## src/rtl/popcount32_arbiter.sv

```systemverilog
// popcount32_arbiter
//
// Round-robin front end for a shared, fixed-latency 32-bit population counter.
// Requesters offer words over valid/ready. At most one word per cycle is issued
// to the external counter, which is not instantiated here. A {valid, tag}
// pipeline follows each word through the counter, and the 6-bit count is
// returned to its owner through a one-entry result slot with valid/ready.
//
// Ports:
//   clk, rst            clock (rising edge), asynchronous active-high reset
//   req_valid[NREQ]     requester i offers a word
//   req_data[NREQ*32]   word of requester i in bits [32i+31:32i]
//   req_ready[NREQ]     one-hot grant (all zeros when nothing is eligible)
//   pc_valid, pc_in     word presented to the counter this cycle (0 when idle)
//   pc_out[6]           counter result for the pc_in of LATENCY cycles ago
//   rsp_valid[NREQ]     result slot i holds a count
//   rsp_count[NREQ*6]   count for requester i in bits [6i+5:6i]
//   rsp_ready[NREQ]     requester i accepts its result
//   busy                at least one requester has a word in flight or unread
module popcount32_arbiter #(
    parameter int NREQ    = 4,
    parameter int LATENCY = 4
) (
    input  logic              clk,
    input  logic              rst,
    input  logic [NREQ-1:0]   req_valid,
    input  logic [NREQ*32-1:0] req_data,
    output logic [NREQ-1:0]   req_ready,
    output logic              pc_valid,
    output logic [31:0]       pc_in,
    input  logic [5:0]        pc_out,
    output logic [NREQ-1:0]   rsp_valid,
    output logic [NREQ*6-1:0] rsp_count,
    input  logic [NREQ-1:0]   rsp_ready,
    output logic              busy
);
    localparam int TAGW = (NREQ > 1) ? $clog2(NREQ) : 1;

    logic [NREQ-1:0] pending_q, pending_d;
    logic [TAGW-1:0] ptr_q, ptr_d;
    logic [31:0]     pc_in_q, pc_in_d;

    // Stage 0 is the issue register; stage LATENCY lines up with pc_out.
    logic            stage_valid_q [0:LATENCY];
    logic            stage_valid_d [0:LATENCY];
    logic [TAGW-1:0] stage_tag_q   [0:LATENCY];
    logic [TAGW-1:0] stage_tag_d   [0:LATENCY];

    logic [NREQ-1:0] rsp_valid_q, rsp_valid_d;
    logic [5:0]      rsp_count_q [NREQ];
    logic [5:0]      rsp_count_d [NREQ];

    logic [31:0]     req_word [NREQ];
    logic [NREQ-1:0] eligible;
    logic [NREQ-1:0] rsp_hs;
    logic [NREQ-1:0] res_mask;
    logic [NREQ-1:0] grant_onehot;
    logic            grant_any;
    logic [TAGW-1:0] grant_idx;
    logic [TAGW-1:0] scan_tag;
    int              scan_idx;

    genvar gi;
    generate
        for (gi = 0; gi < NREQ; gi++) begin : g_slot
            assign req_word[gi]            = req_data[32*gi +: 32];
            assign res_mask[gi]            = stage_valid_q[LATENCY] &&
                                             (stage_tag_q[LATENCY] == TAGW'(gi));
            assign rsp_count[6*gi +: 6]    = rsp_count_q[gi];
        end
    endgenerate

    // One credit per requester: a requester with a word in flight or an
    // unread result is not eligible.
    assign eligible = req_valid & ~pending_q;
    assign rsp_hs   = rsp_valid_q & rsp_ready;

    // Rotating priority scan starting at ptr.
    always_comb begin
        grant_any = 1'b0;
        grant_idx = '0;
        scan_idx  = 0;
        scan_tag  = '0;
        for (int k = 0; k < NREQ; k++) begin
            scan_idx = int'(ptr_q) + k;
            if (scan_idx >= NREQ) begin
                scan_idx = scan_idx - NREQ;
            end
            scan_tag = TAGW'(scan_idx);
            if (!grant_any && eligible[scan_tag]) begin
                grant_any = 1'b1;
                grant_idx = scan_tag;
            end
        end
    end

    assign grant_onehot = grant_any ? (NREQ'(1) << grant_idx) : '0;

    always_comb begin
        pending_d = (pending_q | grant_onehot) & ~rsp_hs;
        ptr_d     = ptr_q;
        if (grant_any) begin
            ptr_d = (grant_idx == TAGW'(NREQ - 1)) ? '0 : grant_idx + 1'b1;
        end
        pc_in_d          = grant_any ? req_word[grant_idx] : 32'd0;
        stage_valid_d[0] = grant_any;
        stage_tag_d[0]   = grant_idx;
        for (int k = 1; k <= LATENCY; k++) begin
            stage_valid_d[k] = stage_valid_q[k-1];
            stage_tag_d[k]   = stage_tag_q[k-1];
        end
    end

    // Result capture and response handshake never target the same slot
    // in one cycle, so the two updates below are independent.
    always_comb begin
        rsp_valid_d = (rsp_valid_q & ~rsp_hs) | res_mask;
        for (int k = 0; k < NREQ; k++) begin
            rsp_count_d[k] = res_mask[k] ? pc_out : rsp_count_q[k];
        end
    end

    always_ff @(posedge clk or posedge rst) begin
        if (rst) begin
            pending_q   <= '0;
            ptr_q       <= '0;
            pc_in_q     <= '0;
            rsp_valid_q <= '0;
            for (int k = 0; k <= LATENCY; k++) begin
                stage_valid_q[k] <= 1'b0;
                stage_tag_q[k]   <= '0;
            end
            for (int k = 0; k < NREQ; k++) begin
                rsp_count_q[k] <= '0;
            end
        end else begin
            pending_q   <= pending_d;
            ptr_q       <= ptr_d;
            pc_in_q     <= pc_in_d;
            rsp_valid_q <= rsp_valid_d;
            for (int k = 0; k <= LATENCY; k++) begin
                stage_valid_q[k] <= stage_valid_d[k];
                stage_tag_q[k]   <= stage_tag_d[k];
            end
            for (int k = 0; k < NREQ; k++) begin
                rsp_count_q[k] <= rsp_count_d[k];
            end
        end
    end

    // Grant is masked during reset so every output reads 0 immediately.
    assign req_ready = rst ? '0 : grant_onehot;
    assign pc_valid  = stage_valid_q[0];
    assign pc_in     = pc_in_q;
    assign rsp_valid = rsp_valid_q;
    assign busy      = |pending_q;

    a_no_result_on_handshake : assert property (
        @(posedge clk) disable iff (rst) ((res_mask & rsp_hs) == '0)
    );

endmodule

```

## config.mk

```make
export PLATFORM = sky130hd
export DESIGN_NAME = popcount32_arbiter
export DESIGN_NICKNAME = d
export VERILOG_FILES = /design/src/rtl/popcount32_arbiter.sv
export SDC_FILE = /design/constraint.sdc
export NUM_CORES = 1
export LEC_CHECK = 0
export CORE_MARGIN = 2
export CORE_UTILIZATION = 41
export CTS_CLUSTER_SIZE = 14
export DETAILED_ROUTE_END_ITERATION = 7
export HOLD_SLACK_MARGIN = 0.05
export PLACE_DENSITY = 0.89
export SLEW_MARGIN = 40
export SYNTH_ARGS = -nofsm -noshare
export SYNTH_HDL_FRONTEND = slang
export SYNTH_SLANG_ARGS = --single-unit
```

## constraint.sdc

```tcl
create_clock -name clk -period 8.04 [get_ports clk]
set_clock_uncertainty 0.05 [all_clocks]
set_input_delay 1.608 -clock clk [delete_from_list [all_inputs] [get_ports clk]]
set_output_delay 1.608 -clock clk [all_outputs]
set_load 0.1 [all_outputs]
```

Yosys cells after proc, flatten, opt, wreduce, memory -nomap -nowiden

Index checks and enable logic that the tools add are counted.

Input bits: 144
Register bits: 81

$lt $le $gt $ge: 9
Muxes and demuxes: 27
Shift-type cells: 1
Reduce and logical (&&, ||, !) cells: 12
Bitwise operators: 9
Add/subtract/negate cells: 8
Eq/ne operators: 4

Operators with widths:

| kind                                                                         | number |
|---|---|
| 32-bit two-way mux                                                           | 3 |
| 32-bit binary-select mux with 2-bit select                                   | 1 |
| 2-bit two-way mux                                                            | 9 |
| 4-bit AND                                                                    | 4 |
| 3-bit >= comparator, second input constant                                   | 4 |
| 2-bit by 3-bit less-than comparator with 1-bit output, second input constant | 4 |
| 1-bit binary-select mux with 2-bit select                                    | 4 |
| 1-bit two-way mux                                                            | 8 |
| 4-bit two-way mux                                                            | 2 |
| 4-bit NOT                                                                    | 2 |
| 4-bit OR                                                                     | 2 |
| 2-bit by 1-bit subtractor with 2-bit output, second input constant           | 4 |
| 1-bit logical AND                                                            | 7 |
| 2-bit by 2-bit adder with 3-bit output, second input constant                | 2 |
| 2-bit equality test, second input constant                                   | 3 |
| 4-bit OR reduction                                                           | 1 |
| 1-bit by 2-bit left shift with 4-bit output, first input constant            | 1 |
| 2-bit by 1-bit adder with 3-bit output, second input constant                | 1 |
| 2-bit by 3-bit >= comparator with 1-bit output, second input constant        | 1 |
| 1-bit logical NOT                                                            | 3 |
| 2-bit NOT with 3-bit output                                                  | 1 |
| 2-bit by 1-bit adder with 2-bit output, second input constant                | 1 |
| 2-bit by 1-bit equality test with 1-bit output, second input constant        | 1 |
| 2-bit logical NOT                                                            | 1 |

Longest topological paths before layout

Word-level depth: 19
Depth in mapped cells: 7
Depth with buffers taken out: 7

Worst setup path after synthesis

Ideal clock, no wire load.

Path kind: input port to output port
Start point: input port req_valid[0]
End point: output port req_ready[2]
Arrival time: 4.801 ns
Data required time: 6.382 ns
Cell stages on the path: 6
Path slack: 1.581 ns
Cells stage by stage: nor2b_2 a2111oi_4 o32a_2 buf_12 buf_6 nor3b_1

Cells in the longest elaborated chain, start to end: 16

RTL lines:

| what                                          | RTL line | source |
|---|---|---|
| start, declared                               | 26       | `input logic [NREQ-1:0] req_valid,` |
| 4-bit AND *                                   | 75       | `assign eligible = req_valid & ~pending_q;` |
| 1-bit binary-select mux with 2-bit select     | 90       | `if (!grant_any && eligible[scan_tag]) begin` |
| 1-bit two-way mux (implied by the code)       | 90       |  |
| 1-bit two-way mux                             | 90       |  |
| 1-bit logical NOT                             | 90       |  |
| 1-bit logical AND                             | 90       |  |
| 1-bit two-way mux                             | 90       |  |
| 1-bit logical NOT                             | 90       |  |
| 1-bit logical AND                             | 90       |  |
| 1-bit two-way mux                             | 90       |  |
| 1-bit logical NOT                             | 90       |  |
| 1-bit logical AND                             | 90       |  |
| 2-bit two-way mux *                           | 90       |  |
| named net grant_idx[1]                        | 59       | `logic [TAGW-1:0] grant_idx;` |
| 1-bit by 2-bit left shift with 4-bit output * | 97       | `assign grant_onehot = grant_any ? (NREQ'(1) << grant_idx) : '0;` |
| 4-bit two-way mux *                           | 97       |  |
| 4-bit two-way mux *                           | 152      | `assign req_ready = rst ? '0 : grant_onehot;` |
| end, declared                                 | 28       | `output logic [NREQ-1:0] req_ready,` |

The timed path passes the listed nets; every way through them passes the cells marked *. The select of a mux whose other input is x is not followed.

Final worst setup path

Start point: input port req_valid[2]
End point: output port req_ready[3]

Cells in the longest elaborated chain, start to end: 16

RTL lines:

| what                                        | RTL line |
|---|---|
| 4-bit AND *                                 | 75 |
| 1-bit binary-select mux with 2-bit select   | 90 |
| 1-bit two-way mux (implied by the code)     | 90 |
| 1-bit two-way mux                           | 90 |
| 1-bit logical NOT                           | 90 |
| 1-bit logical AND                           | 90 |
| 1-bit two-way mux                           | 90 |
| 1-bit logical NOT                           | 90 |
| 1-bit logical AND                           | 90 |
| 1-bit two-way mux                           | 90 |
| 1-bit logical NOT                           | 90 |
| 1-bit logical AND                           | 90 |
| 2-bit two-way mux                           | 90 |
| 1-bit by 2-bit left shift with 4-bit output | 97 |
| 4-bit two-way mux *                         | 97 |
| 4-bit two-way mux *                         | 152 |

Mark *: on every way between the ends. The rest lies on a longest branch, timed or not. The select of a mux whose other input is x is not followed.

==> impl_metrics.env <==
export IMPL_status="completed"
export IMPL_io_pins=210
export IMPL_synth_seq_area_share_pct=55.05
export IMPL_h_tree_depth=3
export IMPL_hold_class="reg -> reg"
export IMPL_end_kind="output port"
export IMPL_overflow=0
export IMPL_finalCritPeriodShare_pct=69.65
export IMPL_wirelength_um=9999
export IMPL_first_global_vias=3308
export IMPL_tns_ns=0
export IMPL_core_sq_um=8721
export IMPL_syn_area_sq_um=3682
export IMPL_synthFlopType="dfrtp_1"
export IMPL_final_hold_violation_count=0
export IMPL_drv_slew=0
export IMPL_cts_buffers=9
export IMPL_start_kind="input pin"
export IMPL_cts_hold_buf=0
export IMPL_synth_distinct_cells=35
export IMPL_track_usage_pct=20.67
export IMPL_drc=0
export IMPL_ys_warn_count=0
export IMPL_cpMaxStageDelayCell="a22oi_2"
export IMPL_syn_num_nets=414
export IMPL_drtAntennaViolNets=0
export IMPL_crit_required_ns=6.38
export IMPL_path_class="in -> out"
export IMPL_path_clk_slew_ns=0.07
export IMPL_avgSynthCellArea_sq_um=13.69
export IMPL_antenna_found_initial=0
export IMPL_cts_tree="done"
export IMPL_clockBufferDepth=2
export IMPL_clock_latency_ns=0.34
export IMPL_reg2reg_depth=6
export IMPL_cts_sinks=81
export IMPL_rsz0062_at_grt="no"
export IMPL_dp_hpwl_um=7812
export IMPL_synth_area_leader_cell="dfrtp_1"
export IMPL_rows=34
export IMPL_layout_drive_gt1_share_pct=24.07
export IMPL_maxCapViolCount=0
export IMPL_yosysTopAreaCellShare_pct=55.05
export IMPL_synth_async_reset_ratio_pct=100.0
export IMPL_place_congestion=0.8592
export IMPL_post_cts_setup_buffer_count=0
export IMPL_crit_family="buffers and inverters"
export IMPL_max_freq_ghz=0.1786
export IMPL_num_vias=3009
export IMPL_syn2layout_area_growth_pct=52.19
export IMPL_synth_area_top_cells="dfrtp_1 55%, mux2i_1 17%, mux2_2 7.6%"
export IMPL_crit_arrival_ns=3.94
export IMPL_fin_cells=590
export IMPL_synth_edf_count=0
export IMPL_slew_limit_headroom_pct=48.94
export IMPL_period_needed_ns=5.600
export IMPL_die_area_sq_um=9756
export IMPL_diodes=0
export IMPL_synth_seq_cells=81
export IMPL_drt_iter0_markers=60
export IMPL_dp_cells=575
export IMPL_cp_cell_sequence="clkdlybuf4s50_1, nor3b_2, a21oi_1, a22oi_2, inv_1, ha_1, and3_1, buf_2"
export IMPL_grt_pass1_wl_um=15870
export IMPL_tightestPinTransition_ns=0.7659
export IMPL_cts_root_buf="clkbuf_8"
export IMPL_syn_inst=269
export IMPL_die_h_um=98.77
export IMPL_worstSetupPathDepth=8
export IMPL_die_width_um=98.77
export IMPL_start_util_pct=42.22
export IMPL_final_core_util_pct=64.26
export IMPL_setup_viol=0
export IMPL_fin_hold_ws_ns=0.3009
export IMPL_crit_buf_inv=3
export IMPL_portBuffers=209
export IMPL_cts_resized=0
export IMPL_num_nets_final=623
export IMPL_drt_vias_per_instance=5.100
export IMPL_path_max_fanout=14
export IMPL_hold_depth=0
export IMPL_grt_max_degree=82
export IMPL_routedWlPerCell_um=16.95
export IMPL_dr_pass1_iters=4
export IMPL_max_stage_delay_ns=0.60
-- cell families after synthesis --
kind of cell | share of synthesized area (%)
flip-flops | 55.05
adder cells (fa/ha/maj) | 0.3397
AND/OR/NAND/NOR | 4.111
AO/OA/AOI/OAI | 9.786
buffers and inverters | 5.674
multiplexers | 25.04
-- routing by layer --
metal / wire (um) / vias up / GRT usage, %
met1: 3817 / 1442 / 22.75
met4: 208 / 0 / 6.744
li1: - / 1411 / -
met2: 5167 / 139 / 37.89
met3: 805 / 17 / 6.241
met5: 0 / - / 0
-- cell usage in the layout (no fill, tap or decap), types with 5 or more instances in the layout --
cell type / instances
dfrtp_1: 81
clkbuf_8: 9
mux2_2: 25
mux2i_1: 64
a21oi_1: 7
o22ai_1: 31
nor2_1: 5
buf_2: 66
clkdlybuf4s50_1: 143
inv_1: 8
-- cells in the mapped netlist, types with 3 or more instances --
cell	number
mux2_2	25
buf_2	3
o22ai_1	31
inv_1	9
clkbuf_1	3
dfrtp_1	81
a21oi_1	7
buf_12	5
o21ai_0	3
nor2_1	5
mux2i_1	64
-- flip-flops by register name (all words and copies together), names as in the netlist --
name / count
stage_tag_d: 8
rsp_count: 24
stage_valid_d: 3
stage_valid_q: 1
ptr_q: 2
pc_valid: 1
pc_in: 32
stage_tag_q: 2
rsp_valid: 4
pending_q: 4
-- per-stage QoR --
stage	setup WS [ns]	instance area, sq um
after floorplan	1.581	3682
after global placement	1.876	5777
after detailed placement	2.444	5450
after CTS	2.440	5604
after global routing	2.276	5604
final	2.440	5604
-- worst paths after layout --
kind,startpoint,endpoint,slack [ns]
max reg2reg,pending_q[0],pc_in[3],5.40
max,req_valid[2],req_ready[3],2.44
min,stage_valid_d[2],stage_valid_d[1],0.30
min in group asynchronous,rst,pc_valid,1.82
max in group asynchronous,rst,pc_in[8],5.62
min reg2reg,stage_valid_d[2],stage_valid_d[1],0.30
-- layout make-up --
| class | instances | area, sq um |
|---|---|---|
| fillers | 695 | 3117 |
| clock inverters | 3 | 18.77 |
| multi-input cells | 164 | 1458 |
| clock buffers | 12 | 135.1 |
| repair buffers | 213 | 1795 |
| flip-flops and latches | 81 | 2027 |
| well taps | 108 | 135.1 |
| inverters | 9 | 35.03 |
Power is left out: the tool's default activity adds up to more than one toggle a clock period on the data nets, which glitch-free logic cannot reach.
